--- src/rtl/servo_pkg.sv ---
// Shared constants and FSM state type for the servo sweep stimulus generator.
package servo_pkg;

  localparam int BASE_CLOCK       = 50_000_000;
  localparam int DUTY_W           = 8;
  localparam int SWEEP_TICK_HZ    = 100;
  localparam int TICK_DIV_DEFAULT = BASE_CLOCK / SWEEP_TICK_HZ;

  typedef enum logic [2:0] {IDLE, STEP, SETUP, LATCH, RELEASE} sweep_state_t;

endpackage

--- src/rtl/servo_sweep_sequencer_if.sv ---
// Sequencer-to-servo-controller signal bundle; master is the sequencer side.
interface servo_sweep_sequencer_if
  import servo_pkg::*;
#(
  parameter int CHSEL_W = 2
);
  logic               enable;
  logic [CHSEL_W-1:0] channelselect;
  logic [DUTY_W-1:0]  duty;
  logic               latchbtn;
  logic               busy;
  logic               sweep_dir;
  logic               overrun;

  modport master (
    input  enable,
    output channelselect, duty, latchbtn, busy, sweep_dir, overrun
  );

  modport slave (
    output enable,
    input  channelselect, duty, latchbtn, busy, sweep_dir, overrun
  );
endinterface

--- src/rtl/sweep_tick_gen.sv ---
// Sweep tick divider with a single-entry pending flag and sticky overrun.
module sweep_tick_gen
  import servo_pkg::*;
#(
  parameter int tick_div = TICK_DIV_DEFAULT
)(
  input  logic clock,
  input  logic reset,
  input  logic enable,
  input  logic take,
  output logic pending,
  output logic overrun
);
  localparam int CW = (tick_div > 1) ? $clog2(tick_div) : 1;

  logic [CW-1:0] r_cnt;
  logic          r_pending;
  logic          r_overrun;
  logic          w_tick;

  assign w_tick = enable && (r_cnt == CW'(tick_div - 1));

  always_ff @(posedge clock or posedge reset) begin
    if (reset) begin
      r_cnt     <= '0;
      r_pending <= 1'b0;
      r_overrun <= 1'b0;
    end else begin
      if (!enable || w_tick) r_cnt <= '0;
      else                   r_cnt <= r_cnt + 1'b1;

      // A tick coinciding with take re-arms the flag rather than overrunning.
      if (w_tick)    r_pending <= 1'b1;
      else if (take) r_pending <= 1'b0;

      if (w_tick && r_pending && !take) r_overrun <= 1'b1;
    end
  end

  assign pending = r_pending;
  assign overrun = r_overrun;
endmodule

--- src/rtl/servo_sweep_sequencer.sv ---
// Triangle duty sweep written to every servo channel on each tick.
// Optional endpoint dwell is enabled by defining SERVO_SWEEP_DWELL_EN.
module servo_sweep_sequencer
  import servo_pkg::*;
#(
  parameter int              channels          = 4,
  parameter int              channelselectbits = (channels > 1) ? $clog2(channels) : 1,
  parameter logic [DUTY_W-1:0] duty_min        = 8'd0,
  parameter logic [DUTY_W-1:0] duty_max        = 8'd255,
  parameter logic [DUTY_W-1:0] duty_step       = 8'd1,
  parameter int              tick_div          = TICK_DIV_DEFAULT,
  parameter int              latch_hold        = 4
`ifdef SERVO_SWEEP_DWELL_EN
  , parameter int            dwell_ticks       = 50
`endif
)(
  input  logic clock,
  input  logic reset,
  servo_sweep_sequencer_if.master bus
);
  // state   | meaning
  // IDLE    | waiting for a pending tick, latchbtn high
  // STEP    | advance duty/direction, restart at channel 0
  // SETUP   | present channelselect with latchbtn high
  // LATCH   | latchbtn low for latch_hold cycles
  // RELEASE | latchbtn high before the channel may change

  localparam int HW = (latch_hold > 1) ? $clog2(latch_hold) : 1;

  sweep_state_t                 r_state, w_state_nxt;
  logic [channelselectbits-1:0] r_ch, w_ch_nxt;
  logic [DUTY_W-1:0]            r_duty, w_duty_nxt;
  logic                         r_dir, w_dir_nxt;
  logic [HW-1:0]                r_hold, w_hold_nxt;
  logic                         w_take, w_pending, w_overrun;
  logic [DUTY_W:0]              w_sum, w_floor;

`ifdef SERVO_SWEEP_DWELL_EN
  localparam int DWW = $clog2(dwell_ticks + 1);
  logic [DWW-1:0] r_dwell, w_dwell_nxt;
`endif

  sweep_tick_gen #(.tick_div(tick_div)) u_tick (
    .clock   (clock),
    .reset   (reset),
    .enable  (bus.enable),
    .take    (w_take),
    .pending (w_pending),
    .overrun (w_overrun)
  );

  // Nine-bit sums keep the endpoint compares free of wrap-around.
  assign w_sum   = {1'b0, r_duty}   + {1'b0, duty_step};
  assign w_floor = {1'b0, duty_min} + {1'b0, duty_step};

  always_ff @(posedge clock or posedge reset) begin
    if (reset) begin
      r_state <= IDLE;
      r_ch    <= '0;
      r_duty  <= duty_min;
      r_dir   <= 1'b1;
      r_hold  <= '0;
`ifdef SERVO_SWEEP_DWELL_EN
      r_dwell <= '0;
`endif
    end else begin
      r_state <= w_state_nxt;
      r_ch    <= w_ch_nxt;
      r_duty  <= w_duty_nxt;
      r_dir   <= w_dir_nxt;
      r_hold  <= w_hold_nxt;
`ifdef SERVO_SWEEP_DWELL_EN
      r_dwell <= w_dwell_nxt;
`endif
    end
  end

  always_comb begin
    w_state_nxt = r_state;
    w_ch_nxt    = r_ch;
    w_duty_nxt  = r_duty;
    w_dir_nxt   = r_dir;
    w_hold_nxt  = r_hold;
    w_take      = 1'b0;
`ifdef SERVO_SWEEP_DWELL_EN
    w_dwell_nxt = r_dwell;
`endif
    case (r_state)
      IDLE: begin
        if (w_pending && bus.enable) begin
          w_take = 1'b1;
`ifdef SERVO_SWEEP_DWELL_EN
          if (r_dwell != '0) w_dwell_nxt = r_dwell - 1'b1;
          else               w_state_nxt = STEP;
`else
          w_state_nxt = STEP;
`endif
        end
      end
      STEP: begin
        w_ch_nxt    = '0;
        w_state_nxt = SETUP;
        if (r_dir) begin
          if (w_sum >= {1'b0, duty_max}) begin
            w_duty_nxt = duty_max;
            w_dir_nxt  = 1'b0;
`ifdef SERVO_SWEEP_DWELL_EN
            w_dwell_nxt = DWW'(dwell_ticks);
`endif
          end else begin
            w_duty_nxt = w_sum[DUTY_W-1:0];
          end
        end else begin
          if ({1'b0, r_duty} <= w_floor) begin
            w_duty_nxt = duty_min;
            w_dir_nxt  = 1'b1;
`ifdef SERVO_SWEEP_DWELL_EN
            w_dwell_nxt = DWW'(dwell_ticks);
`endif
          end else begin
            w_duty_nxt = r_duty - duty_step;
          end
        end
      end
      SETUP: begin
        w_hold_nxt  = HW'(latch_hold - 1);
        w_state_nxt = LATCH;
      end
      LATCH: begin
        if (r_hold == '0) w_state_nxt = RELEASE;
        else              w_hold_nxt  = r_hold - 1'b1;
      end
      RELEASE: begin
        if ((r_ch == channelselectbits'(channels - 1)) || !bus.enable) begin
          w_state_nxt = IDLE;
        end else begin
          w_ch_nxt    = r_ch + 1'b1;
          w_state_nxt = SETUP;
        end
      end
      default: w_state_nxt = IDLE;
    endcase
  end

  assign bus.channelselect = r_ch;
  assign bus.duty          = r_duty;
  assign bus.latchbtn      = (r_state != LATCH);
  assign bus.busy          = (r_state == SETUP) || (r_state == LATCH) || (r_state == RELEASE);
  assign bus.sweep_dir     = r_dir;
  assign bus.overrun       = w_overrun;
endmodule
--- src/flat_wrapper.sv ---
// flat-port wrapper written by rule: the top's interface ports become plain ports
module servo_sweep_sequencer_flat import servo_pkg::*;
#(
  parameter int              channels          = 4,
  parameter int              channelselectbits = (channels > 1) ? $clog2(channels) : 1,
  parameter logic [DUTY_W-1:0] duty_min        = 8'd0,
  parameter logic [DUTY_W-1:0] duty_max        = 8'd255,
  parameter logic [DUTY_W-1:0] duty_step       = 8'd1,
  parameter int              tick_div          = TICK_DIV_DEFAULT,
  parameter int              latch_hold        = 4

)
  (clock, reset, bus_enable, bus_channelselect, bus_duty, bus_latchbtn, bus_busy, bus_sweep_dir, bus_overrun);
  servo_sweep_sequencer_if bus_i ();
  input  logic clock;
  input  logic reset;
  input wire logic [$bits(bus_i.enable)-1:0] bus_enable;
  output wire logic [$bits(bus_i.channelselect)-1:0] bus_channelselect;
  output wire logic [$bits(bus_i.duty)-1:0] bus_duty;
  output wire logic [$bits(bus_i.latchbtn)-1:0] bus_latchbtn;
  output wire logic [$bits(bus_i.busy)-1:0] bus_busy;
  output wire logic [$bits(bus_i.sweep_dir)-1:0] bus_sweep_dir;
  output wire logic [$bits(bus_i.overrun)-1:0] bus_overrun;
  assign bus_i.enable = bus_enable;
  assign bus_channelselect = bus_i.channelselect;
  assign bus_duty = bus_i.duty;
  assign bus_latchbtn = bus_i.latchbtn;
  assign bus_busy = bus_i.busy;
  assign bus_sweep_dir = bus_i.sweep_dir;
  assign bus_overrun = bus_i.overrun;
  servo_sweep_sequencer #(.channels(channels), .channelselectbits(channelselectbits), .duty_min(duty_min), .duty_max(duty_max), .duty_step(duty_step), .tick_div(tick_div), .latch_hold(latch_hold)) u_core (.clock(clock), .reset(reset), .bus(bus_i));
endmodule
--- config.mk ---
export PLATFORM = sky130hd
export DESIGN_NAME = servo_sweep_sequencer_flat
export DESIGN_NICKNAME = d
export VERILOG_FILES = /design/src/rtl/servo_pkg.sv /design/src/rtl/servo_sweep_sequencer_if.sv /design/src/rtl/sweep_tick_gen.sv /design/src/rtl/servo_sweep_sequencer.sv /design/src/flat_wrapper.sv
export SDC_FILE = /design/constraint.sdc
export NUM_CORES = 1
export LEC_CHECK = 0
export BUFFER_PORTS_ARGS = -buffer_cell sky130_fd_sc_hd__buf_4
export CORE_MARGIN = 3
export CORE_UTILIZATION = 55
export DETAILED_ROUTE_END_ITERATION = 12
export GPL_TIMING_DRIVEN = 0
export HOLD_SLACK_MARGIN = 0.02
export PLACE_DENSITY_LB_ADDON = 0.25
export SYNTH_ARGS = -nofsm -noshare
export SYNTH_HDL_FRONTEND = slang
export SYNTH_HIERARCHICAL = 1
export SYNTH_SLANG_ARGS = --single-unit
--- constraint.sdc ---
create_clock -name clock -period 4.8 [get_ports clock]
set_input_delay 0.24 -clock clock [delete_from_list [all_inputs] [get_ports clock]]
set_output_delay 0.24 -clock clock [all_outputs]
set_load 0.05 [all_outputs]
* Word-level counts from Yosys, hierarchy flattened
Index checks and enable logic that the tools add are counted.
Word-level totals: word-level logic and storage cells 63, output and inout bits 14, register bits 37
Cells by class: equality and inequality tests 11, add/subtract/negate cells 5, order comparisons 2, reductions and logical operators 18, multiplexer cells 19
Operators by type and width (count):
- 8-bit two-way mux | 3
- 19-bit by 1-bit adder with 19-bit output, second input constant | 1
- 19-bit == test, second input constant | 1
- 19-bit two-way mux | 1
- 3-bit case mux with 5 select lines | 1
- 8-bit by 1-bit adder with 9-bit output, second input constant | 1
- 9-bit by 8-bit greater-or-equal comparator with 1-bit output, second input constant | 1
- 8-bit by 1-bit less-or-equal comparator with 1-bit output, second input constant | 1
- 2-bit case mux with 2 select lines | 2
- 8-bit by 1-bit subtractor with 8-bit output, second input constant | 1
- 1-bit two-way mux | 7
- 3-bit by 2-bit == test with 1-bit output, second input constant | 2
- 2-bit two-way mux | 3
- 3-bit two-way mux | 2
- 2-bit AND reduction | 3
- 2-bit nonzero test | 3
- 1-bit logical AND | 4
- 1-bit logical OR | 4
- 2-bit by 1-bit != test with 1-bit output, second input constant | 2
- 2-bit != test, second input constant | 2
- 3-bit by 1-bit == test with 1-bit output, second input constant | 1
- 3-bit == test, second input constant | 1
- 3-bit logical NOT | 1
- 3-bit by 2-bit != test with 1-bit output, second input constant | 1
- other kinds (5) | 6

* Logic depth before layout (Yosys ltp)
word-level depth 5, gate-level depth with buffers 7, depth with buffers taken out 7

* Cells and area by module
Netlist, hierarchy kept.
By module, submodules not included:
- servo_sweep_sequencer | cells each 157, area an instance 1268.7 sq um, times used 1, sequential area each 401.6 sq um
- sweep_tick_gen | cells each 107, area an instance 1037.2 sq um, times used 1, sequential area each 525.5 sq um

* Least setup slack after synthesis
OpenSTA, ideal clock, no wires.
path kind reg-to-reg, from register u_core.r_duty[0], in the netlist u_core/bus.duty[0], to register u_core.r_duty[1], in the netlist u_core/bus.duty[1], slack 2564 ps, period minus slack after synthesis 2236 ps, cell stages (with the launch flop) 7, path buffers 0, arrival 2142 ps, cell sequence dfrtp_1 > ha_1 > nand3_1 > or3_1 > a211oi_1 > a2111oi_0 > a211oi_1
On the way: word-level cells in the longest chain between the ends 4, elaborated cells between the ends (all ways) 7, classes of those cells add/sub: 2; order compare: 2; mux: 3
Ends and longest elaborated chain:
- start, declared | RTL line servo_sweep_sequencer.sv:32 | logic [DUTY_W-1:0] r_duty, w_duty_nxt;
- start signal, assigned | RTL line servo_sweep_sequencer.sv:60 | r_duty <= duty_min;
- start signal, assigned | RTL line servo_sweep_sequencer.sv:69 | r_duty <= w_duty_nxt;
- 8-bit by 1-bit adder with 9-bit output | RTL line servo_sweep_sequencer.sv:53 | assign w_sum = {1'b0, r_duty} + {1'b0, duty_step};
- 9-bit by 8-bit greater-or-equal comparator with 1-bit output | RTL line servo_sweep_sequencer.sv:104 | if (w_sum >= {1'b0, duty_max}) begin
- 8-bit two-way mux | RTL line servo_sweep_sequencer.sv:104
- 8-bit two-way mux * | RTL line servo_sweep_sequencer.sv:103 | if (r_dir) begin
Every way passes the cells marked *; elsewhere a longest branch is shown, timed or not. A chain may end at the register's enable or synchronous reset.

* Final worst setup path
from register u_core.u_tick.r_cnt[0], to register u_core.u_tick.r_cnt[14]
On the way: word-level cells in the longest chain between the ends 4, elaborated cells between the ends (all ways) 5, classes of those cells add/sub: 1; eq/ne: 1; mux: 1; reduce/logical: 2
Ends and longest elaborated chain:
- start, declared | RTL line sweep_tick_gen.sv:16 | logic [CW-1:0] r_cnt;
- start signal, assigned | RTL line sweep_tick_gen.sv:30 | else r_cnt <= r_cnt + 1'b1;
- parallel branches: the longest is 3 deep, another holds 19-bit by 1-bit adder with 19-bit output
- 19-bit two-way mux * | RTL line sweep_tick_gen.sv:29 | if (!enable || w_tick) r_cnt <= '0;
Every way passes the cells marked *.

==> flow_summary_export.csv <==
group,metric,value,unit
min_path,hold_path_class,"in -> async",
finish,final_util,0.674,
yosys,synth_edf_count,0,
global_routing,grt_antenna_before_repair,0,
finish,area_growth,12.6,%
finish,fin_nets,297,
clock_network,insertion_delay,0.28,ns
clock_network,cts_tree,"done",
routing,vias,1992,
placement,postPlaceCellArea,0.00249,mm²
finish,final_cell_mix,"dfrtp_1 (36), nor2_1 (34), o21ai_0 (18)",
clock_network,clock_sinks,37,
critical_path,slowest_stage,"o21ai_1",
routing,dr.max_layer_used,"met4",
critical_path,cp_top_family,"compound AO/OA/AOI/OAI gates",
timing,rsz0062_at_grt,"false",
timing,min_period_over_period,0.488,
critical_path,worst-path-max-fanout,10,
routing,drc,0,
timing,hold_viol,0,
yosys,synth_cells,264,
routing,wirelength,4860,µm
clock_network,numCtsBuffers,5,
clock_network,cts_buffer_depth,2,
yosys,netlist.area_leader.share,0.391,
timing,tns,0,ns
power,power.leakage,0.00113,µW
finish,layout-drive-gt1-share,0.163,
clock_network,postCtsSetupRepairBufs,0,
routing,wl_met2,2240,µm
routing,avgViaCountPerCell,5.93,
critical_path,worstSetupEndpointType,"flip-flop",
floorplan,io_pins,17,
global_routing,track_usage,0.202,
timing,setup_violations,0,
critical_path,path_buf_inv,1,
power,power_density,231,mW/mm²
timing,fmax,427,MHz
yosys,synth_cell_types,53,
placement,dp_hpwl,3380,µm
routing,wl_met1,2320,µm
finish,final_common_cell,"dfrtp_1",
timing,slew_headroom,0.351,
yosys,async_reset_ff_frac,1.00,
critical_path,crit_start,"u_core/u_tick/r_cnt[0]",
global_routing,overflow,0,
critical_path,arrival,2.49,ns
yosys,ys_seq_elements,37,
flow_run,drv_cap,0,
finish,fill_cells,342,
finish,final_area,0.00260,mm²
status,status,"finished, final reports clean",
yosys,synth.avg_cell_area,8.73,µm²
timing,min_period,2.34,ns
floorplan,start_util,0.598,
routing,drtIter0Drc,205,
routing,ant_nets,0,
global_routing,grt_pass1_wl,8290,µm
yosys,ys_seq_area_frac,0.402,
clock_network,holdBufCountCts,0,
floorplan,die-area,0.00501,mm²
critical_path,cpPeakStageDelay,0.58,ns
routing,wire_per_inst,14.4,µm
global_routing,grt_max_degree,22,
timing,hold_ws,0.0688,ns
clock_network,cts-root-buf,"clkbuf_8",
yosys,netlist_top_cells_area,"dfrtp_1 (39%), nor2_1 (5.5%), xnor2_1 (4.9%), o21ai_0 (3.9%), ha_1 (3.8%)",
critical_path,path_class,"reg -> reg",
power,peakVddDrop,0.000177,V
yosys,synth_area,0.00231,mm²
timing,worst_pin_slew,0.972,ns
critical_path,cp-start-kind,"flip-flop",
finish,antenna-diode-count,0,
yosys,yosys_warnings,6,
floorplan,die_h,70.8,µm
routing,wl_met3,265,µm
yosys,yosys.area.top_type,"dfrtp_1",
critical_path,cp_cell_sequence,"ha_1 -> and4_1 -> nand4_1 -> o21ai_1 -> clkbuf_1 -> nor2_1",
yosys,syn_nets,274,
placement,place.gp.congestion,0.875,
global_routing,grt_pass1_vias,1798,
critical_path,cp.required,4.95,ns
floorplan,die_x,70.8,µm
placement,numPortBuffers,16,
timing,skew,0.00852,ns
routing,first_pass_iters,4,
floorplan,core_area,0.00385,mm²
critical_path,r2r-start,"u_core/u_tick/r_cnt[0]",
clock_network,cts-resized-gates,0,
clock_network,htree_num_levels,2,
timing,maxSlewViolCount,0,
yosys,ys.flop_type,"dfrtp_1",
clock_network,path_clk_slew,0.08,ns
floorplan,row_count,22,
cell type report:
cell class	count	area, µm²	area share
well taps	48	60.1	0.0231
clock inverters	2	38.8	0.0149
repair buffers	16	120	0.0462
inverters	16	60.1	0.0231
flip-flops and latches	37	927	0.357
clock buffers	6	72.6	0.0279
multi-input cells	196	1230	0.474
plain buffers	15	86.3	0.0332
cell families (layout without fill, tap and decap cells):
group,after synthesis,in the layout,share of synthesized area
adder cells (fa/ha/maj),7,7,0.0380
flip-flops,37,37,0.402
AO/OA/AOI/OAI,55,55,0.147
AND/OR/NAND/NOR,112,112,0.263
XOR/XNOR,18,18,0.0684
buffers and inverters,31,55,0.0635
multiplexers,4,4,0.0190
per-stage QoR:
| step | power, µW | std cells | setup slack, ns |
|---|---|---|---|
| 6_report | 600 | 336 | 2.46 |
| 4_1_cts | 608 | 336 | 2.52 |
| 5_1_grt | 626 | 336 | 2.35 |
| 3_5_place_dp | 339 | 328 | 2.52 |
| 3_3_place_gp | 338 | 328 | 2.55 |
| 2_1_floorplan | 332 | 264 | 2.56 |
final timing paths:
| check | slack [ns] | cells after the start | to |
|---|---|---|---|
| min in group clock | 0.21 | 2 | u_core/u_tick/pending |
| max | 2.46 | 6 | u_core/u_tick/r_cnt[14] |
| min reg2reg | 0.47 | 1 | u_core/r_hold[0] |
| min | 0.07 | 2 | u_core/bus.duty[0] |
| max reg2reg | 2.46 | 6 | u_core/u_tick/r_cnt[14] |
| max in group asynchronous | 4.19 | 2 | u_core/u_tick/r_cnt[8] |
cell usage after synthesis, types with 5 or more instances:
cell type	number
a21oi_1	14
clkbuf_1	6
dfrtp_1	36
nor3_1	8
nand2_1	16
nand4_1	10
nor2_1	34
xor2_1	5
o21ai_0	18
xnor2_1	13
ha_1	7
nand3_1	10
inv_1	16
report_power, final:
group | switching (µW) | internal [µW] | leakage (µW)
logic | 12.7 | 3.98 | 0.000574
registers | 1.87 | 314 | 0.000500
clock network | 112 | 156 | 0.0000554
total | 126 | 474 | 0.00113
flip-flops by register name, summed over array words and instances (netlist names):
signal                    count
u_core/bus.duty               8
u_core/bus.sweep_dir          1
u_core/u_tick/r_cnt          19
u_core/u_tick/overrun         1
u_core/r_hold                 2
u_core/u_tick/pending         1
u_core/bus.channelselect      2
u_core/r_state                3
metal layers:
metal / vias up / track usage
met5: - / 0
met4: 0 / 0.0626
met3: 5 / 0.0355
met2: 65 / 0.311
met1: 937 / 0.292
li1: 985 / -
Power figures use the tool's default switching activity.
